## config.mk

```make
export PLATFORM = sky130hd
export DESIGN_NAME = d_sraml2axi
export DESIGN_NICKNAME = d
export VERILOG_FILES = /design/src/rtl/sraml_axi_pkg.sv /design/src/rtl/sraml_strb_gen.sv /design/src/rtl/d_sraml2axi.sv
export SDC_FILE = /design/constraint.sdc
export NUM_CORES = 1
export LEC_CHECK = 0
export CAP_MARGIN = 20
export CELL_PAD_IN_SITES_DETAIL_PLACEMENT = 1
export CELL_PAD_IN_SITES_GLOBAL_PLACEMENT = 2
export CORE_MARGIN = 2
export CORE_UTILIZATION = 20
export CTS_BUF_LIST = sky130_fd_sc_hd__clkbuf_2
export DETAILED_ROUTE_END_ITERATION = 8
export GPL_ROUTABILITY_DRIVEN = 0
export PLACE_DENSITY_LB_ADDON = 0.05
export SYNTH_ARGS = -nofsm -noshare
export SYNTH_HDL_FRONTEND = slang
export SYNTH_SLANG_ARGS = --single-unit
```

## constraint.sdc

```tcl
create_clock -name clk -period 1.7 [get_ports clk]
set_input_delay 0.34 -clock clk [delete_from_list [all_inputs] [get_ports clk]]
set_output_delay 0.34 -clock clk [all_outputs]
set_load 0.05 [all_outputs]
```

## src/rtl/sraml_axi_pkg.sv

```systemverilog
// Shared types and constants for the sram_like to AXI bridges.
package sraml_axi_pkg;

    typedef enum logic [2:0] {
        S_IDLE,
        S_AR,
        S_R,
        S_AW_W,
        S_B,
        S_DONE
    } state_t;

    localparam logic [1:0] SIZE_BYTE = 2'd0;
    localparam logic [1:0] SIZE_HALF = 2'd1;
    localparam logic [1:0] SIZE_WORD = 2'd2;

    localparam logic [1:0] AXI_RESP_OKAY = 2'b00;

endpackage

```

## src/rtl/sraml_strb_gen.sv

```systemverilog
// Byte-strobe generator: transfer size and low address bits to AXI wstrb.
module sraml_strb_gen
    import sraml_axi_pkg::*;
(
    input  logic [1:0] size,
    input  logic [1:0] addr_lo,
    output logic [3:0] strb
);

    // Size 3 is not a legal sram_like size and falls back to a full word.
    always_comb begin
        strb = 4'b1111;
        unique case (1'b1)
            (size == SIZE_BYTE): strb = 4'b0001 << addr_lo;
            (size == SIZE_HALF): strb = 4'b0011 << {addr_lo[1], 1'b0};
            default:             strb = 4'b1111;
        endcase
    end

endmodule

```

## src/rtl/d_sraml2axi.sv

```systemverilog
// Data-side sram_like to single-beat AXI bridge, one transaction at a time.
// Define SRAML_RESP_ERR_EN to add the data_err response-error output.
module d_sraml2axi
    import sraml_axi_pkg::*;
(
    input  logic        clk,
    input  logic        rst,
    input  logic        data_req,
    input  logic        data_wr,
    input  logic [1:0]  data_size,
    input  logic [31:0] data_addr,
    input  logic [31:0] data_wdata,
    output logic [31:0] data_rdata,
    output logic        data_addr_ok,
    output logic        data_data_ok,
`ifdef SRAML_RESP_ERR_EN
    output logic        data_err,
`endif
    output logic [31:0] araddr,
    output logic [2:0]  arsize,
    output logic        arvalid,
    input  logic        arready,
    input  logic [31:0] rdata,
    input  logic [1:0]  rresp,
    input  logic        rvalid,
    output logic        rready,
    output logic [31:0] awaddr,
    output logic [2:0]  awsize,
    output logic        awvalid,
    input  logic        awready,
    output logic [31:0] wdata,
    output logic [3:0]  wstrb,
    output logic        wvalid,
    input  logic        wready,
    input  logic [1:0]  bresp,
    input  logic        bvalid,
    output logic        bready
);

    state_t      state_q;
    state_t      state_d;
    logic [31:0] addr_q;
    logic [1:0]  size_q;
    logic [31:0] wdata_q;
    logic [3:0]  strb_q;
    logic [3:0]  strb_in;
    logic [31:0] rdata_q;
    logic        aw_done_q;
    logic        w_done_q;
    logic        aw_fin;
    logic        w_fin;

    sraml_strb_gen u_strb (
        .size    (data_size),
        .addr_lo (data_addr[1:0]),
        .strb    (strb_in)
    );

    assign aw_fin = aw_done_q | awready;
    assign w_fin  = w_done_q | wready;

    always_ff @(posedge clk) begin
        if (rst) begin
            state_q <= S_IDLE;
        end else begin
            state_q <= state_d;
        end
    end

    always_comb begin
        state_d = state_q;
        unique case (state_q)
            S_IDLE: if (data_req) state_d = data_wr ? S_AW_W : S_AR;
            S_AR:   if (arready) state_d = S_R;
            S_R:    if (rvalid) state_d = S_DONE;
            S_AW_W: if (aw_fin && w_fin) state_d = S_B;
            S_B:    if (bvalid) state_d = S_DONE;
            S_DONE: state_d = S_IDLE;
            default: state_d = S_IDLE;
        endcase
    end

    // Request fields are captured once at accept and held until DONE.
    always_ff @(posedge clk) begin
        if (rst) begin
            addr_q    <= 32'b0;
            size_q    <= 2'b0;
            wdata_q   <= 32'b0;
            strb_q    <= 4'b0;
            rdata_q   <= 32'b0;
            aw_done_q <= 1'b0;
            w_done_q  <= 1'b0;
        end else begin
            if (state_q == S_IDLE && data_req) begin
                addr_q    <= data_addr;
                size_q    <= data_size;
                wdata_q   <= data_wdata;
                strb_q    <= strb_in;
                aw_done_q <= 1'b0;
                w_done_q  <= 1'b0;
            end
            if (state_q == S_AW_W) begin
                if (awready) aw_done_q <= 1'b1;
                if (wready)  w_done_q  <= 1'b1;
            end
            if (state_q == S_R && rvalid) rdata_q <= rdata;
        end
    end

`ifdef SRAML_RESP_ERR_EN
    logic err_q;

    always_ff @(posedge clk) begin
        if (rst) begin
            err_q <= 1'b0;
        end else if (state_q == S_R && rvalid) begin
            err_q <= (rresp != AXI_RESP_OKAY);
        end else if (state_q == S_B && bvalid) begin
            err_q <= (bresp != AXI_RESP_OKAY);
        end
    end

    assign data_err = (state_q == S_DONE) && err_q;
`else
    logic unused_resp;
    assign unused_resp = ^{rresp, bresp};
`endif

    assign data_addr_ok = (state_q == S_IDLE) && data_req;
    assign data_data_ok = (state_q == S_DONE);
    assign data_rdata   = rdata_q;

    assign araddr  = addr_q;
    assign arsize  = {1'b0, size_q};
    assign arvalid = (state_q == S_AR);
    assign rready  = (state_q == S_R);

    assign awaddr  = addr_q;
    assign awsize  = {1'b0, size_q};
    assign awvalid = (state_q == S_AW_W) && !aw_done_q;
    assign wdata   = wdata_q;
    assign wstrb   = strb_q;
    assign wvalid  = (state_q == S_AW_W) && !w_done_q;
    assign bready  = (state_q == S_B);

endmodule

```

==> impl_metrics.json, run 1 <==
{
  "vdd_drop_max_mv": 0.3786,
  "cts_buffers": 9,
  "fin_crit_ps": 1925,
  "slowest_stage": "dfxtp_4",
  "insertion_delay_ps": 600,
  "async_flop_share_pct": 0,
  "ys_ff_latch": 107,
  "power_w": 0.01104,
  "final_cell_mix": "171 x nand2_1, 159 x buf_4, 105 x clkdlybuf4s50_1, 84 x dfxtp_1, 72 x a21oi_1",
  "synth_flop_cell": "dfxtp_1",
  "drt_iter0_markers": 146,
  "detail_route.wl_per_cell_um": 15.23,
  "arrival_ps": 1580,
  "core.rowCount": 54,
  "cpPeakStageDelay_ps": 450,
  "setup_tns_ps": -1370,
  "start_util_pct": 20.27,
  "fp.dieH_um": 152.2,
  "synth.area.top_cells": "dfxtp_1 49%, nand2_1 15%, a21oi_1 8.2%",
  "port_buffers": 249,
  "grt_max_degree": 51,
  "antenna_left": 0,
  "coreArea_um2": 21690,
  "area_delta_synth_final_pct": 59.04,
  "final_cells": 1028,
  "cts_tree": "done",
  "cts.sinks": 107,
  "finClkSkew_ps": 19.87,
  "outcome": "complete, but fails checks",
  "start_kind": "flop",
  "vias": 4207,
  "maxSlewViolCount": 0,
  "grt_pass1_wl_um": 23750,
  "synth-edff-count": 0,
  "power.density_nw_per_um2": 1580,
  "grt_pass1_vias": 4302,
  "layout_commonest_cell": "nand2_1",
  "antenna_found_initial": 1,
  "vias_per_cell": 4.092,
  "ios": 256,
  "pwr-share-seq_pct": 31.0,
  "cts.htree.levels": 3,
  "fin_ws_ps": -224.8,
  "synth_top_area_cell": "dfxtp_1",
  "finalHoldViolCount": 0,
  "drive_gt1_share_pct": 38.02,
  "cts_buffer_depth": 2,
  "path_cells": "nand3b_1 > nor2_2 > buf_12",
  "p_int_w": 0.005754,
  "synth.top_cell.area_share_pct": 48.73,
  "nets": 854,
  "ctsRootBufferMaster": "clkbuf_2",
  "routed_wl_um": 15650,
  "grt-ovfl-total": 0,
  "crit_family": "flip-flops",
  "rsz0062_at_grt": "true",
  "dieArea_um2": 23180,
  "cp-end-kind": "primary output",
  "ys_types": 31,
  "setup_violations": 7,
  "drcViolationCount": 0,
  "clkPwrFrac_pct": 13.7,
  "track_usage_pct": 13.05,
  "required_ps": 1360,
  "yosysWarnings": 0,
  "sw_frac_of_total_pct": 47.89,
  "die_w_um": 152.2,
  "critical_path_class": "reg2out",
  "cp_max_fo": 7,
  "netlist_area_um2": 4395,
  "violations": "negative setup slack",
  "syn_avg_cell_area_um2": 8.372,
  "hp-class": "in2reg",
  "cts_hold_buf": 0,
  "worst-path-buf-inv": 1,
  "period_share_pct": 113.2,
  "combPwrFrac_pct": 55.4,
  "cellLeakagePower_nw": 2.809,
  "maxCapViolations": 0,
  "drt_first_pass_iters": 4,
  "max_freq_ghz": 0.5195,
  "path_clk_slew_ps": 300,
  "p_switching_w": 0.005288,
  "placedCellCount": 999,
  "synthCells": 525,
  "worst_hold_slack_ps": 87.35,
  "hpwl_um": 11320,
  "synth_seq_area_share_pct": 48.73
}
-- sequential cells by signal, indices dropped and copies added (netlist names) --
| register | cells |
|---|---|
| w_done_q | 1 |
| wstrb | 4 |
| aw_done_q | 1 |
| state_q | 3 |
| araddr | 32 |
| wdata | 32 |
| data_rdata | 32 |
| size_q | 2 |
-- layer usage --
layer  global-route usage (%)  part of all wire, %
met2                    22.11                   48
met3                    4.067                  7.6
met4                    4.762                  1.9
met5                        0                    0
met1                    15.55                   42
-- final cells by class --
cell class	instances	area [um2]
diodes	1	2.502
clock buffers	10	50.05
clock inverters	5	102.6
fillers	2554	14700
inverters	5	26.28
multi-input cells	342	1764
flip-flops and latches	107	2178
well taps	280	350.3
repair buffers	278	2516
-- power groups by stage --
stage	registers, W	logic [W]	clock network [W]
3_5_place_dp	0.00346	0.00591	0
4_1_cts	0.00343	0.00621	0.00162
2_1_floorplan	0.00483	0.00273	0
6_report	0.00342	0.00611	0.00151
3_3_place_gp	0.00342	0.00585	0
5_1_grt	0.00352	0.00649	0.00171
-- cells in the mapped netlist (3+ instances only) --
cell type / count
nand2_1: 171
dfxtp_1: 107
nand2_2: 30
a21oi_1: 72
clkbuf_1: 18
o21ai_0: 4
buf_2: 4
mux2i_1: 3
o22ai_1: 3
buf_12: 4
nor2_1: 10
inv_1: 3
a21oi_2: 30
buf_4: 44
-- final timing paths --
path	start	to	slack, ps	cells past startpoint
worst max-delay path	state_q[2]	awvalid	-220	3
worst min-delay path	rst	aw_done_q	90	2
worst max register to register	state_q[1]	data_rdata[13]	220	6
worst min register to register	wdata[0]	wdata[0]	480	2
-- per-stage QoR --
stage / area, um2 / worst slack (ps) / util [%]
after floorplan: 4404 / -0.7045 / -
after global placement: 6649 / -110.0 / 30.66
after detailed placement: 6649 / -126.0 / 30.66
after CTS: 6958 / -308.8 / 32.08
after global routing: 6990 / -349.1 / 32.23
final: 6990 / -224.8 / 32.23
-- logic make-up (layout without fill, tap and decap cells) --
| logic type | after synthesis | in the layout | share of synthesized area [%] |
|---|---|---|---|
| simple gates | 222 | 222 | 21.89 |
| compound gates | 115 | 115 | 16.34 |
| flops | 107 | 107 | 48.73 |
| buf+inv | 77 | 298 | 12.27 |
| mux | 3 | 3 | 0.6832 |
| other cells | 1 | 3 | 0.08532 |
-- worst reg2reg max path, stage by stage, from the launching register on --
cell and delay (ps):
dfxtp_4 480, nor3b_4 230, buf_4 140, and2_4 230, buf_12 190, nand2_2 70
a21oi_2 110
-- timing repair --
| action | CTS | global route |
|---|---|---|
| endpoints found under the setup margin | 23 | 30 |
| pin swaps | 5 | 3 |
| resized for setup | 28 | 13 |
| buffers inserted | 11 | 2 |
| cloned | 0 | 0 |
Note: power is estimated with default switching activity, not from simulation.
==> inputs of run 2 (changes only) <==
--- a/config.mk
+++ b/config.mk
@@ -13,6 +13,7 @@
 export CTS_BUF_LIST = sky130_fd_sc_hd__clkbuf_2
 export DETAILED_ROUTE_END_ITERATION = 8
 export GPL_ROUTABILITY_DRIVEN = 0
+export GPL_TIMING_DRIVEN = 0
 export PLACE_DENSITY_LB_ADDON = 0.05
 export SYNTH_ARGS = -nofsm -noshare
 export SYNTH_HDL_FRONTEND = slang
==> run 2 against run 1 <==
  * The run still ends with negative setup slack left
  * Worst setup slack better by 20 ps
  * Count of clock-buffer cells in the layout is 1 lower
  * Cell count up 6.1%
  * Critical path depth increased by 2
  * Die area unchanged
  * Sequential cell count did not move
  * Largest cell class unchanged
  * Largest power group unchanged
==> impl_metrics.json, run 2 (synthesis results as in run 1) <==
{
  "routed_wl_um": 17120,
  "combPwrFrac_pct": 58.9,
  "cp-end-kind": "primary output",
  "hp-class": "in2reg",
  "max_freq_ghz": 0.5250,
  "port_buffers": 249,
  "cp_max_fo": 6,
  "critical_path_class": "reg2out",
  "detail_route.wl_per_cell_um": 15.69,
  "ios": 256,
  "rsz0062_at_grt": "true",
  "die_w_um": 152.2,
  "antenna_found_initial": 2,
  "insertion_delay_ps": 610,
  "pwr-share-seq_pct": 30.4,
  "cellLeakagePower_nw": 3.089,
  "sw_frac_of_total_pct": 48.62,
  "cts.sinks": 107,
  "finalHoldViolCount": 0,
  "power_w": 0.01125,
  "ctsRootBufferMaster": "clkbuf_2",
  "setup_violations": 7,
  "maxSlewViolCount": 0,
  "coreArea_um2": 21690,
  "finish.utilization_pct": 34.41,
  "area_delta_synth_final_pct": 69.80,
  "finClkSkew_ps": 40.31,
  "required_ps": 1360,
  "start_util_pct": 20.27,
  "outcome": "complete, but fails checks",
  "track_usage_pct": 14.40,
  "grt_max_degree": 17,
  "cts_hold_buf": 0,
  "fp.dieH_um": 152.2,
  "power.density_nw_per_um2": 1507,
  "grt_pass1_wl_um": 26280,
  "vias": 4481,
  "grt_pass1_vias": 4736,
  "worst_hold_slack_ps": 219.2,
  "violations": "negative setup slack",
  "rrSetupSlack_ps": 140,
  "nets": 916,
  "min_to": "araddr[5]",
  "drt_first_pass_iters": 4,
  "period_share_pct": 112.0,
  "hpwl_um": 12840,
  "drcViolationCount": 0,
  "max-slew-margin-rel_pct": 60.27,
  "layout_commonest_cell": "nand2_1",
  "vdd_drop_max_mv": 0.4084,
  "cts_buffers": 9,
  "path_clk_slew_ps": 300,
  "grt-ovfl-total": 0,
  "multiInputGateArea_um2": 1758,
  "drt_iter0_markers": 90,
  "fin_crit_ps": 1905,
  "hp-start": "data_addr[5]",
  "arrival_ps": 1560,
  "final_cell_mix": "171 x nand2_1, 106 x clkdlybuf4s50_1, 75 x buf_4, 72 x a21oi_1, 70 x dfxtp_1",
  "reg2reg_to": "data_rdata[3]",
  "p_switching_w": 0.005470,
  "whs_path_depth": 3,
  "vias_per_cell": 4.107,
  "cts_tree": "done",
  "core.rowCount": 54,
  "cts.htree.levels": 3,
  "register_area_um2": 2201,
  "antenna_left": 0,
  "r2r_start": "state_q[2]",
  "cts_buffer_depth": 2,
  "drive_gt1_share_pct": 42.40,
  "fin_ws_ps": -204.8,
  "start_kind": "flop",
  "maxCapViolations": 0,
  "worstMarginPinSlew_ps": 596.0,
  "p_int_w": 0.005780,
  "reg2regPathDepth": 7,
  "dieArea_um2": 23180,
  "clkPwrFrac_pct": 10.8,
  "fill_cells": 2536
}
-- run 2: power groups by stage --
stage	combinational (W)	sequential [W]	clock, W
2_1_floorplan	0.00273	0.00483	0
5_1_grt	0.00704	0.00350	0.00136
3_5_place_dp	0.00640	0.00336	0
6_report	0.00662	0.00342	0.00121
4_1_cts	0.00661	0.00340	0.00129
3_3_place_gp	0.00631	0.00333	0
-- run 2: stage by stage --
stage          area (um2)  setup slack, ps  cells  setup TNS (ps)
2_1_floorplan        4404          -0.7045    526          -14.09
3_3_place_gp         7247           -970.7   1055          -46400
3_5_place_dp         7247           -989.9   1055          -50460
4_1_cts              7323           -289.6   1085           -1573
5_1_grt              7463           -319.4   1091           -1777
6_report             7463           -204.8   1091           -1060
-- run 2: routing by layer --
metal / track usage (%) / routed length [um] / part of all wire (%)
met1: 16.50 / 7066 / 41
met2: 25.16 / 8350 / 49
met3: 4.437 / 1311 / 7.7
met4: 5.429 / 387 / 2.3
met5: 0 / 0 / 0
-- run 2: worst max-delay path: stages, from the launching register on --
cell and delay [ps]:
dfxtp_4 430, nor2_4 140, nand3_4 100, inv_2 70, buf_6 100, buf_8 140
-- run 2: final cells by class --
type | instances | area share [%]
Multi-Input combinational cell | 342 | 23.55
Buffer | 47 | 4.845
Timing Repair Buffer | 293 | 35.62
Clock buffer | 9 | 0.6035
Tap cell | 280 | 4.694
Sequential cell | 107 | 29.49
Inverter | 5 | 0.3521
Clock inverter | 6 | 0.7712
Antenna cell | 2 | 0.06706
-- run 2: repair_timing --
item	4_1_cts	5_1_grt
gates cloned	0	0
pin swaps	5	3
setup endpoints to repair	143	82
resized for setup	922	52
buffers inserted	38	6
-- run 2: how the worst max path moves through the flow --
| stage | from | end | slack [ps] | depth (start not counted) |
|---|---|---|---|---|
| floorplan | state_q[1] | data_rdata[10] | -0.7 | 6 |
| global placement | data_req | data_addr_ok | -970 | 5 |
| detailed placement | data_req | data_addr_ok | -990 | 5 |
| CTS | state_q[2] | wvalid | -290 | 3 |
| global route | state_q[1] | data_addr_ok | -320 | 5 |
| finish | state_q[2] | data_addr_ok | -200 | 5 |
==> inputs of run 3 (changes only) <==
--- a/config.mk
+++ b/config.mk
@@ -11,6 +11,7 @@
 export CORE_MARGIN = 2
 export CORE_UTILIZATION = 20
 export CTS_BUF_LIST = sky130_fd_sc_hd__clkbuf_2
+export CTS_CLUSTER_SIZE = 10
 export DETAILED_ROUTE_END_ITERATION = 8
 export GPL_ROUTABILITY_DRIVEN = 0
 export GPL_TIMING_DRIVEN = 0
==> results of run 3 <==
Same layout as run 2: the final DEF is identical, and so are final timing and power.
